--- config.mk ---
export PLATFORM = sky130hd
export DESIGN_NAME = srlatch_bank_ctrl
export DESIGN_NICKNAME = d
export VERILOG_FILES = /design/src/rtl/srlatch_pkg.sv /design/src/rtl/rr_arb2.sv /design/src/rtl/srlatch_bank_ctrl.sv
export SDC_FILE = /design/constraint.sdc
export NUM_CORES = 1
export LEC_CHECK = 0
export BUFFER_PORTS_ARGS = -buffer_cell sky130_fd_sc_hd__buf_2
export CORE_UTILIZATION = 45
export CTS_BUF_LIST = sky130_fd_sc_hd__clkbuf_2 sky130_fd_sc_hd__clkbuf_4 sky130_fd_sc_hd__clkbuf_8
export CTS_CLUSTER_SIZE = 20
export DETAILED_ROUTE_END_ITERATION = 10
export GPL_ROUTABILITY_DRIVEN = 1
export PLACE_DENSITY = 0.79
export SETUP_SLACK_MARGIN = 0.5
export SLEW_MARGIN = 25
export SYNTH_ARGS = -nofsm -noshare
export SYNTH_HDL_FRONTEND = slang
export SYNTH_HIERARCHICAL = 1
export SYNTH_SLANG_ARGS = --single-unit
--- constraint.sdc ---
create_clock -name clk -period 3 [get_ports clk]
set_input_delay 0.6 -clock clk [delete_from_list [all_inputs] [get_ports clk]]
set_output_delay 0.6 -clock clk [all_outputs]
set_load 0.005 [all_outputs]
--- src/rtl/srlatch_pkg.sv ---
// Purpose: shared FSM state, op encodings and defaults for the SR-latch bank controller.
// Latency: n/a (types and constants only).
// Backpressure: n/a.
package srlatch_pkg;

    typedef enum logic [2:0] {
        ST_IDLE  = 3'd0,
        ST_SETUP = 3'd1,
        ST_PULSE = 3'd2,
        ST_HOLD  = 3'd3,
        ST_ACK   = 3'd4
    } state_t;

    localparam logic OP_SET = 1'b1;
    localparam logic OP_CLR = 1'b0;

    localparam int DEF_PULSE_CYCLES = 2;

endpackage

--- src/rtl/rr_arb2.sv ---
// Purpose: 2-input round-robin arbiter; the requester not granted last wins a tie.
// Latency: grant is combinational from req; pointer moves on the edge where grant_en is high.
// Backpressure: none; pointer holds while grant_en is low, so unserved requests keep priority.
module rr_arb2 (
    input  logic       clk,
    input  logic       reset,
    input  logic [1:0] req,
    input  logic       grant_en,
    output logic [1:0] gnt,
    output logic       gnt_id
);

    // 0 favours requester 0 on a tie, 1 favours requester 1
    logic ptr_q;

    // Pick the winner: a lone request wins outright, a tie goes to the pointer
    always_comb begin
        gnt_id = 1'b0;
        gnt    = 2'b00;
        if (req == 2'b11) begin
            gnt_id = ptr_q;
        end else begin
            gnt_id = req[1];
        end
        if (req != 2'b00) begin
            gnt = gnt_id ? 2'b10 : 2'b01;
        end
    end

    // After a grant, hand tie priority to the other requester
    always_ff @(posedge clk or posedge reset) begin
        if (reset) begin
            ptr_q <= 1'b0;
        end else if (grant_en && (req != 2'b00)) begin
            ptr_q <= ~gnt_id;
        end
    end

endmodule

--- src/rtl/srlatch_bank_ctrl.sv ---
// Purpose: arbitrate two set/clear requesters and sequence s/r/c of a gated SR-latch bank.
// Latency: ack pulses PULSE_CYCLES+3 cycles after the grant edge; all outputs registered.
// Backpressure: requesters hold req until ack; no new grant while busy or during the ack cycle.
module srlatch_bank_ctrl
    import srlatch_pkg::*;
#(
    parameter int N_LATCH      = 4,
    parameter int ADDR_W       = 2,
    parameter int PULSE_CYCLES = DEF_PULSE_CYCLES
) (
    input  logic               clk,
    input  logic               reset,
    input  logic               req0,
    input  logic               op0,
    input  logic [ADDR_W-1:0]  addr0,
    input  logic               req1,
    input  logic               op1,
    input  logic [ADDR_W-1:0]  addr1,
    output logic               ack0,
    output logic               ack1,
    output logic               err,
    output logic               busy,
    output logic [N_LATCH-1:0] latch_s,
    output logic [N_LATCH-1:0] latch_r,
    output logic [N_LATCH-1:0] latch_c
);

    localparam logic [ADDR_W:0] ADDR_LIMIT = (ADDR_W+1)'(N_LATCH);

    state_t              state_q;
    state_t              state_d;
    logic [3:0]          cnt_q;
    logic                id_q;
    logic                op_q;
    logic                oor_q;
    logic [ADDR_W-1:0]   addr_q;

    logic                grant_en;
    logic [1:0]          gnt;
    logic                gnt_id;
    logic                op_sel;
    logic [ADDR_W-1:0]   addr_sel;

    logic [N_LATCH-1:0]  sel;
    logic [N_LATCH-1:0]  s_d;
    logic [N_LATCH-1:0]  r_d;
    logic [N_LATCH-1:0]  c_d;
    logic                ack0_d;
    logic                ack1_d;
    logic                err_d;

    // The ack cycle is treated as part of the command: a requester still
    // holding req while it sees ack must not be granted a second time.
    assign grant_en = (state_q == ST_IDLE) && (req0 || req1) && !(ack0 || ack1);

    rr_arb2 u_arb (
        .clk      (clk),
        .reset    (reset),
        .req      ({req1, req0}),
        .grant_en (grant_en),
        .gnt      (gnt),
        .gnt_id   (gnt_id)
    );

    assign op_sel   = (gnt == 2'b10) ? op1   : op0;
    assign addr_sel = (gnt == 2'b10) ? addr1 : addr0;

    // State register, pulse counter and command capture at grant
    always_ff @(posedge clk or posedge reset) begin
        if (reset) begin
            state_q <= ST_IDLE;
            cnt_q   <= '0;
            id_q    <= 1'b0;
            op_q    <= OP_CLR;
            oor_q   <= 1'b0;
            addr_q  <= '0;
        end else begin
            state_q <= state_d;
            if (grant_en) begin
                id_q   <= gnt_id;
                op_q   <= op_sel;
                addr_q <= addr_sel;
                oor_q  <= ({1'b0, addr_sel} >= ADDR_LIMIT);
            end
            if (state_q == ST_SETUP) begin
                cnt_q <= 4'(PULSE_CYCLES - 1);
            end else if ((state_q == ST_PULSE) && (cnt_q != 4'd0)) begin
                cnt_q <= cnt_q - 4'd1;
            end
        end
    end

    // Next-state: fixed setup / pulse / hold / ack sequence per command
    always_comb begin
        state_d = state_q;
        case (state_q)
            ST_IDLE:  if (grant_en) state_d = ST_SETUP;
            ST_SETUP: state_d = ST_PULSE;
            ST_PULSE: if (cnt_q == 4'd0) state_d = ST_HOLD;
            ST_HOLD:  state_d = ST_ACK;
            ST_ACK:   state_d = ST_IDLE;
            default:  state_d = ST_IDLE;
        endcase
    end

    // Output decode from the current state; registered below, so the latch
    // lines trail the state by one cycle and s/r bracket c on both sides.
    always_comb begin
        s_d    = '0;
        r_d    = '0;
        c_d    = '0;
        ack0_d = 1'b0;
        ack1_d = 1'b0;
        err_d  = 1'b0;
        for (int i = 0; i < N_LATCH; i++) begin
            sel[i] = !oor_q && (int'(addr_q) == i);
        end
        case (state_q)
            ST_SETUP, ST_HOLD: begin
                s_d = op_q ? sel : '0;
                r_d = op_q ? '0  : sel;
            end
            ST_PULSE: begin
                s_d = op_q ? sel : '0;
                r_d = op_q ? '0  : sel;
                c_d = sel;
            end
            ST_ACK: begin
                ack0_d = ~id_q;
                ack1_d = id_q;
                err_d  = oor_q;
            end
            default: ;
        endcase
    end

    // Output registers; reset clears every line asynchronously
    always_ff @(posedge clk or posedge reset) begin
        if (reset) begin
            latch_s <= '0;
            latch_r <= '0;
            latch_c <= '0;
            ack0    <= 1'b0;
            ack1    <= 1'b0;
            err     <= 1'b0;
            busy    <= 1'b0;
        end else begin
            latch_s <= s_d;
            latch_r <= r_d;
            latch_c <= c_d;
            ack0    <= ack0_d;
            ack1    <= ack1_d;
            err     <= err_d;
            busy    <= (state_d != ST_IDLE);
        end
    end

endmodule

==> out/results.ini, run 1 <==
[outcome]
status = complete, no violations

[pwr]
pwr-share-comb = 0.374
power_density_nw_per_um2 = 938
fin_total_pwr_mw = 1.23
peakVddDrop_mv = 0.494
swShare = 0.372
p_sw_mw = 0.456
p_int_mw = 0.771
seqPwrFrac = 0.495
clkPwrFrac = 0.131
leakagePower_nw = 0.658

[synth]
synth_seq_area_share = 0.583
synth_cells = 103
synth_ff_type = dfrtp_1
synth_warnings = 6
synth_edf_count = 0
synth_area_um2 = 1160
ys_types = 32
synth_nets = 114
synth_commonest_cells = dfrtp_1 (27), nor2_1 (13), mux2_2 (7)
synth_largest_area_cell = dfrtp_1
synth-seq-cells = 27
synth_most_common_cell = dfrtp_1
synth-async-reset-ratio = 1.00
postSynthAreaPerCell_um2 = 11.3
synth_area_leaders = dfrtp_1 (58%), mux2_2 (6.8%), nor2_1 (4.2%), or3b_2 (2.3%), inv_1 (1.9%)
yosysTopAreaCellShare = 0.583

[timing]
period_share = 0.623
worst_slack_ns = 1.13
holdWs_ns = 0.0772
finalSetupViolCount = 0
fin_crit_ns = 1.87
skew_ns = 0.00681
hold_viol = 0
relSlewSlack = 0.409
worstMarginPinSlew_ns = 0.881
setup_tns_ns = 0
clock.fmax_ghz = 0.535
rsz0062_at_grt = no
drv_slew = 0

[place]
hpwl_um = 1370
place_congestion = 0.736
pre_cts_slack_ns = 1.14
portBuffers = 24

[job]
maxCapViolCount = 0

[setup_path]
r2r_cells = 5
critPathCaptureType = flip-flop
crit_fanout = 5
max_stage_delay_ns = 0.52
arrival_ns = 2.09
crit_required_ns = 3.22
cp_cell_sequence = inv_1 > ha_1 > or3b_2 > nor3b_1 > or3_1
crit_path_top_delay_cell = or3b_2
crit_type = flip-flop to flip-flop
crit_path_start_kind = flip-flop

[clocking]
clkSlewWorstSetupHoldPaths_ns = 0.15
clock-sinks = 27
postCtsHoldBufs = 0
clock_latency_ns = 0.33
cts_made_buffers = 3
cts_resized = 0
cts-htree-levels = 1
clockRootBuffer = clkbuf_4
cts_setup_buffers = 0
cts.path.max_buffers = 2
cts_tree = yes

[floorplanning]
rows = 18
fp.dieH_um = 52.8
core_area_um2 = 2450
initial_core_util = 0.472
io_pins = 26
die_w_um = 52.8
dieArea_um2 = 2780

[global_route]
overflow = 0
grt_pass1_wl_um = 3070
grt_start_max_net_pins = 27
first_global_vias = 715
antenna_found_initial = 0
grt.total_usage = 0.155

[routing]
post_drt_wl_per_cell_um = 12.3
avgViaCountPerCell = 5.15
drcViolationCount = 0
drt-total-wl_um = 1900
ant_nets = 0
drt_iter0_markers = 6
firstDrtPassIters = 4
vias = 799

[layout]
antenna_cells = 0
fin_nets = 137
areaGrowthSynthToFinish_pct = 12.7
final_util = 0.533
drive_gt1_frac = 0.304
nFillCells = 219

[hold_path]
holdCritPathClass = input pin to async pin

worst max-delay path, delay by kind of cell, from the launching register on:
| kind | cells | cell delay, ns |
|---|---|---|
| AND/OR/NAND/NOR | 3 | 1.05 |
| flip-flops | 1 | 0.42 |
| adder cells (fa/ha/maj) | 1 | 0.20 |
| buffers and inverters | 1 | 0.10 |
cells by family (layout without fill, tap and decap cells):
logic type	count (synthesis)	after routing	share of synthesized area
AND/OR/NAND/NOR	36	36	0.169
XOR/XNOR	1	1	0.00755
multiplexers	7	7	0.0680
buffers and inverters	12	34	0.0539
other	1	1	0.00323
adder cells (fa/ha/maj)	1	1	0.0108
flip-flops	27	27	0.583
AO/OA/AOI/OAI	18	18	0.105
power by group through the flow:
stage / combinational (mW) / sequential, mW / clock (mW)
6_report: 0.459 / 0.607 / 0.161
5_1_grt: 0.528 / 0.631 / 0.177
4_1_cts: 0.464 / 0.606 / 0.166
3_5_place_dp: 0.461 / 0.616 / 0
3_3_place_gp: 0.446 / 0.609 / 0
2_1_floorplan: 0.391 / 0.571 / 0
sequential cells by signal, indices dropped and copies added, names as in the netlist:
name	flops
cnt_q	4
latch_c	4
latch_r	4
latch_s	4
state_q	3
addr_q	2
ack0	1
ack1	1
busy	1
id_q	1
op_q	1
u_arb/ptr_q	1
placed cells by master (no fill, tap or decap), types with 2 or more instances in the layout:
master	instances
nor2_1	13
inv_1	5
a21oi_1	4
o211ai_1	2
clkbuf_4	3
dfrtp_1	27
a21boi_1	2
nor2b_1	2
or3_1	3
nand2b_1	2
buf_2	24
or3b_2	3
o21bai_1	2
nor3b_1	2
o21ai_0	3
nor3_1	4
nand2_1	3
mux2_2	7
routing by layer:
layer  share of wire  global-route usage
met1            0.49               0.209
met2            0.45               0.228
met3           0.033              0.0261
met4           0.022               0.101
met5               0                   0
final cells by class:
type,instances,area [µm²],area share
sequential,27,676,0.517
tap,30,37.5,0.0287
clock inverter,1,7.51,0.00574
timing repair buffer,24,120,0.0919
multi-input combinational,64,422,0.322
clock buffer,3,22.5,0.0172
inverter,6,22.5,0.0172
stage by stage:
step                      area [µm²]  cells
after CTS                       1310    155
final                           1310    155
after global routing            1310    155
after floorplan                 1160    103
after global placement          1280    151
after detailed placement        1280    151
final timing paths:
kind / from / end / slack, ns
max in group asynchronous: reset / latch_r[2] / 2.26
hold reg to reg: id_q / ack0 / 0.45
min in group clk: id_q / ack0 / 0.45
setup / recovery: cnt_q[0] / cnt_q[0] / 1.13
setup reg to reg: cnt_q[0] / cnt_q[0] / 1.13
hold / removal: reset / u_arb/ptr_q / 0.08
No activity file was read; power rests on OpenSTA's default activity.
==> inputs of run 2 (changes only) <==
==> constraint.sdc (replaced) <==
create_clock -name clk -period 1.9 [get_ports clk]
set_input_delay 0.38 -clock clk [delete_from_list [all_inputs] [get_ports clk]]
set_output_delay 0.38 -clock clk [all_outputs]
set_load 0.005 [all_outputs]
==> run 2 against run 1 <==
  * Cell count grew 11%
  * Sequential cell count is the same
  * Sequential share of layout area shrank 6.9 points
  * Utilization grew 8.4 points
  * Non-clock buffer count grew 17
  * Via count grew 18%
  * Global-route usage grew 3.3 points
  * Cell area grew 16%
  * Setup slack lost 0.85 ns
  * Critical endpoint unchanged
  * Highest routed layer unchanged
==> out/results.ini, run 2 (synthesis results as in run 1) <==
[outcome]
status = complete, no violations

[timing]
setup_tns_ns = 0
drv_slew = 0
hold_viol = 0
fin_crit_ns = 1.62
period_share = 0.850
clock.fmax_ghz = 0.619
finalSetupViolCount = 0
skew_ns = 0.00687
rsz0062_at_grt = yes

[clocking]
cts_made_buffers = 3
clock_latency_ns = 0.32
cts.path.max_buffers = 2
cts-htree-levels = 1
cts_tree = yes
clockRootBuffer = clkbuf_4
clock-sinks = 27
clkSlewWorstSetupHoldPaths_ns = 0.15

[setup_path]
r2r_cells = 5
crit_fanout = 3
crit_type = flip-flop to flip-flop
cp_cell_sequence = inv_2 > ha_4 > or3b_4 > nor3b_1 > or3_1
max_stage_delay_ns = 0.42
critPathCaptureType = flip-flop
crit_path_top_delay_cell = dfrtp_1
crit_required_ns = 2.12
crit_path_start_kind = flip-flop
rr_endpoint = cnt_q[0]
r2r_slack_ns = 0.28
arrival_ns = 1.83
r2r-start = cnt_q[0]

[routing]
top_layer = met4
drt-total-wl_um = 2430
drcViolationCount = 0
route.met3.wl_um = 160
drt_iter0_markers = 25
vias = 942
firstDrtPassIters = 4
post_drt_wl_per_cell_um = 14.1
ant_nets = 0
avgViaCountPerCell = 5.48
wl_met1_um = 908
wl_met2_um = 1310

[global_route]
overflow = 0
first_global_vias = 898
grt_pass1_wl_um = 3790
antenna_found_initial = 0
grt.total_usage = 0.188
grt_start_max_net_pins = 27

[hold_path]
min_to = u_arb/ptr_q
min_from = req1
holdCritPathClass = input pin to flip-flop
hold_depth = 2

[floorplanning]
dieArea_um2 = 2780
fp.dieH_um = 52.8
io_pins = 26
rows = 18
core_area_um2 = 2450
die_w_um = 52.8
initial_core_util = 0.472

[layout]
final_common_cell = dfrtp_1
areaGrowthSynthToFinish_pct = 30.5
fin_nets = 154
drive_gt1_frac = 0.472
final_cell_mix = dfrtp_1 (25), buf_2 (24), buf_4 (16), nor2_1 (12), mux2_4 (5)
antenna_cells = 0

[pwr]
power_density_nw_per_um2 = 1550
peakVddDrop_mv = 1.04
leakagePower_nw = 0.768
fin_total_pwr_mw = 2.35

[place]
portBuffers = 24
hpwl_um = 1500
place_congestion = 0.824

[job]
maxCapViolCount = 0

-- run 2: changes by cell type in the layout (fill, tap and decap cells not counted), moves of 2 or more --
cell	change
inv_2	+3
nor3_2	+2
mux2_2	-5
inv_1	-2
nor3_1	-2
dfrtp_2	+2
buf_4	+16
or3b_4	+2
mux2_4	+5
dfrtp_1	-2
-- run 2: layout make-up --
cell class                      instances  area, µm²
Clock buffer                            3       22.5
Clock inverter                          1       8.76
Fill cell                             207        941
Inverter                                6       22.5
Multi-Input combinational cell         64        494
Sequential cell                        27        678
Tap cell                               30       37.5
Timing Repair Buffer                   41        250
-- run 2: through the flow --
| stage | area, µm² | setup WS, ns | util | cells | hold WS, ns |
|---|---|---|---|---|---|
| 2_1_floorplan | 1190 | 0.324 | - | 103 | 0.109 |
| 3_3_place_gp | 1330 | 0.291 | 0.540 | 154 | 0.223 |
| 3_5_place_dp | 1330 | 0.258 | 0.540 | 154 | 0.232 |
| 4_1_cts | 1460 | 0.319 | 0.595 | 167 | 0.281 |
| 5_1_grt | 1510 | 0.239 | 0.617 | 172 | 0.287 |
| 6_report | 1510 | 0.284 | 0.617 | 172 | 0.295 |
-- run 2: power by group --
part,internal [mW],switching [mW]
clock network,0.0857,0.175
logic,0.609,0.535
registers,0.782,0.164
total,1.48,0.875
-- run 2: worst max-delay path by stage --
stage	cells past startpoint	endpoint	start
after detailed placement	5	cnt_q[0]	cnt_q[1]
after CTS	5	cnt_q[0]	cnt_q[0]
after floorplan	5	cnt_q[0]	cnt_q[0]
after global placement	5	cnt_q[0]	cnt_q[0]
after global routing	5	cnt_q[0]	cnt_q[1]
final	5	cnt_q[0]	cnt_q[0]
-- run 2: metal layers --
metal	GRT usage	vias up
li1	-	426
met1	0.210	460
met2	0.354	48
met3	0.0261	8
met4	0.0702	0
met5	0	-
-- run 2: worst max-delay path: cells and delay by family, from the launching register on --
family	cells	cell delay, ns
adder cells (fa/ha/maj)	1	0.13
buffers and inverters	1	0.09
flip-flops	1	0.42
AND/OR/NAND/NOR	3	0.88
-- run 2: what timing repair did --
item	in CTS	in global routing
hold endpoints to repair	1	0
gates resized for setup	10	6
pin swaps	7	3
setup buffers	8	5
hold buffers	1	0
setup endpoints to repair	9	12
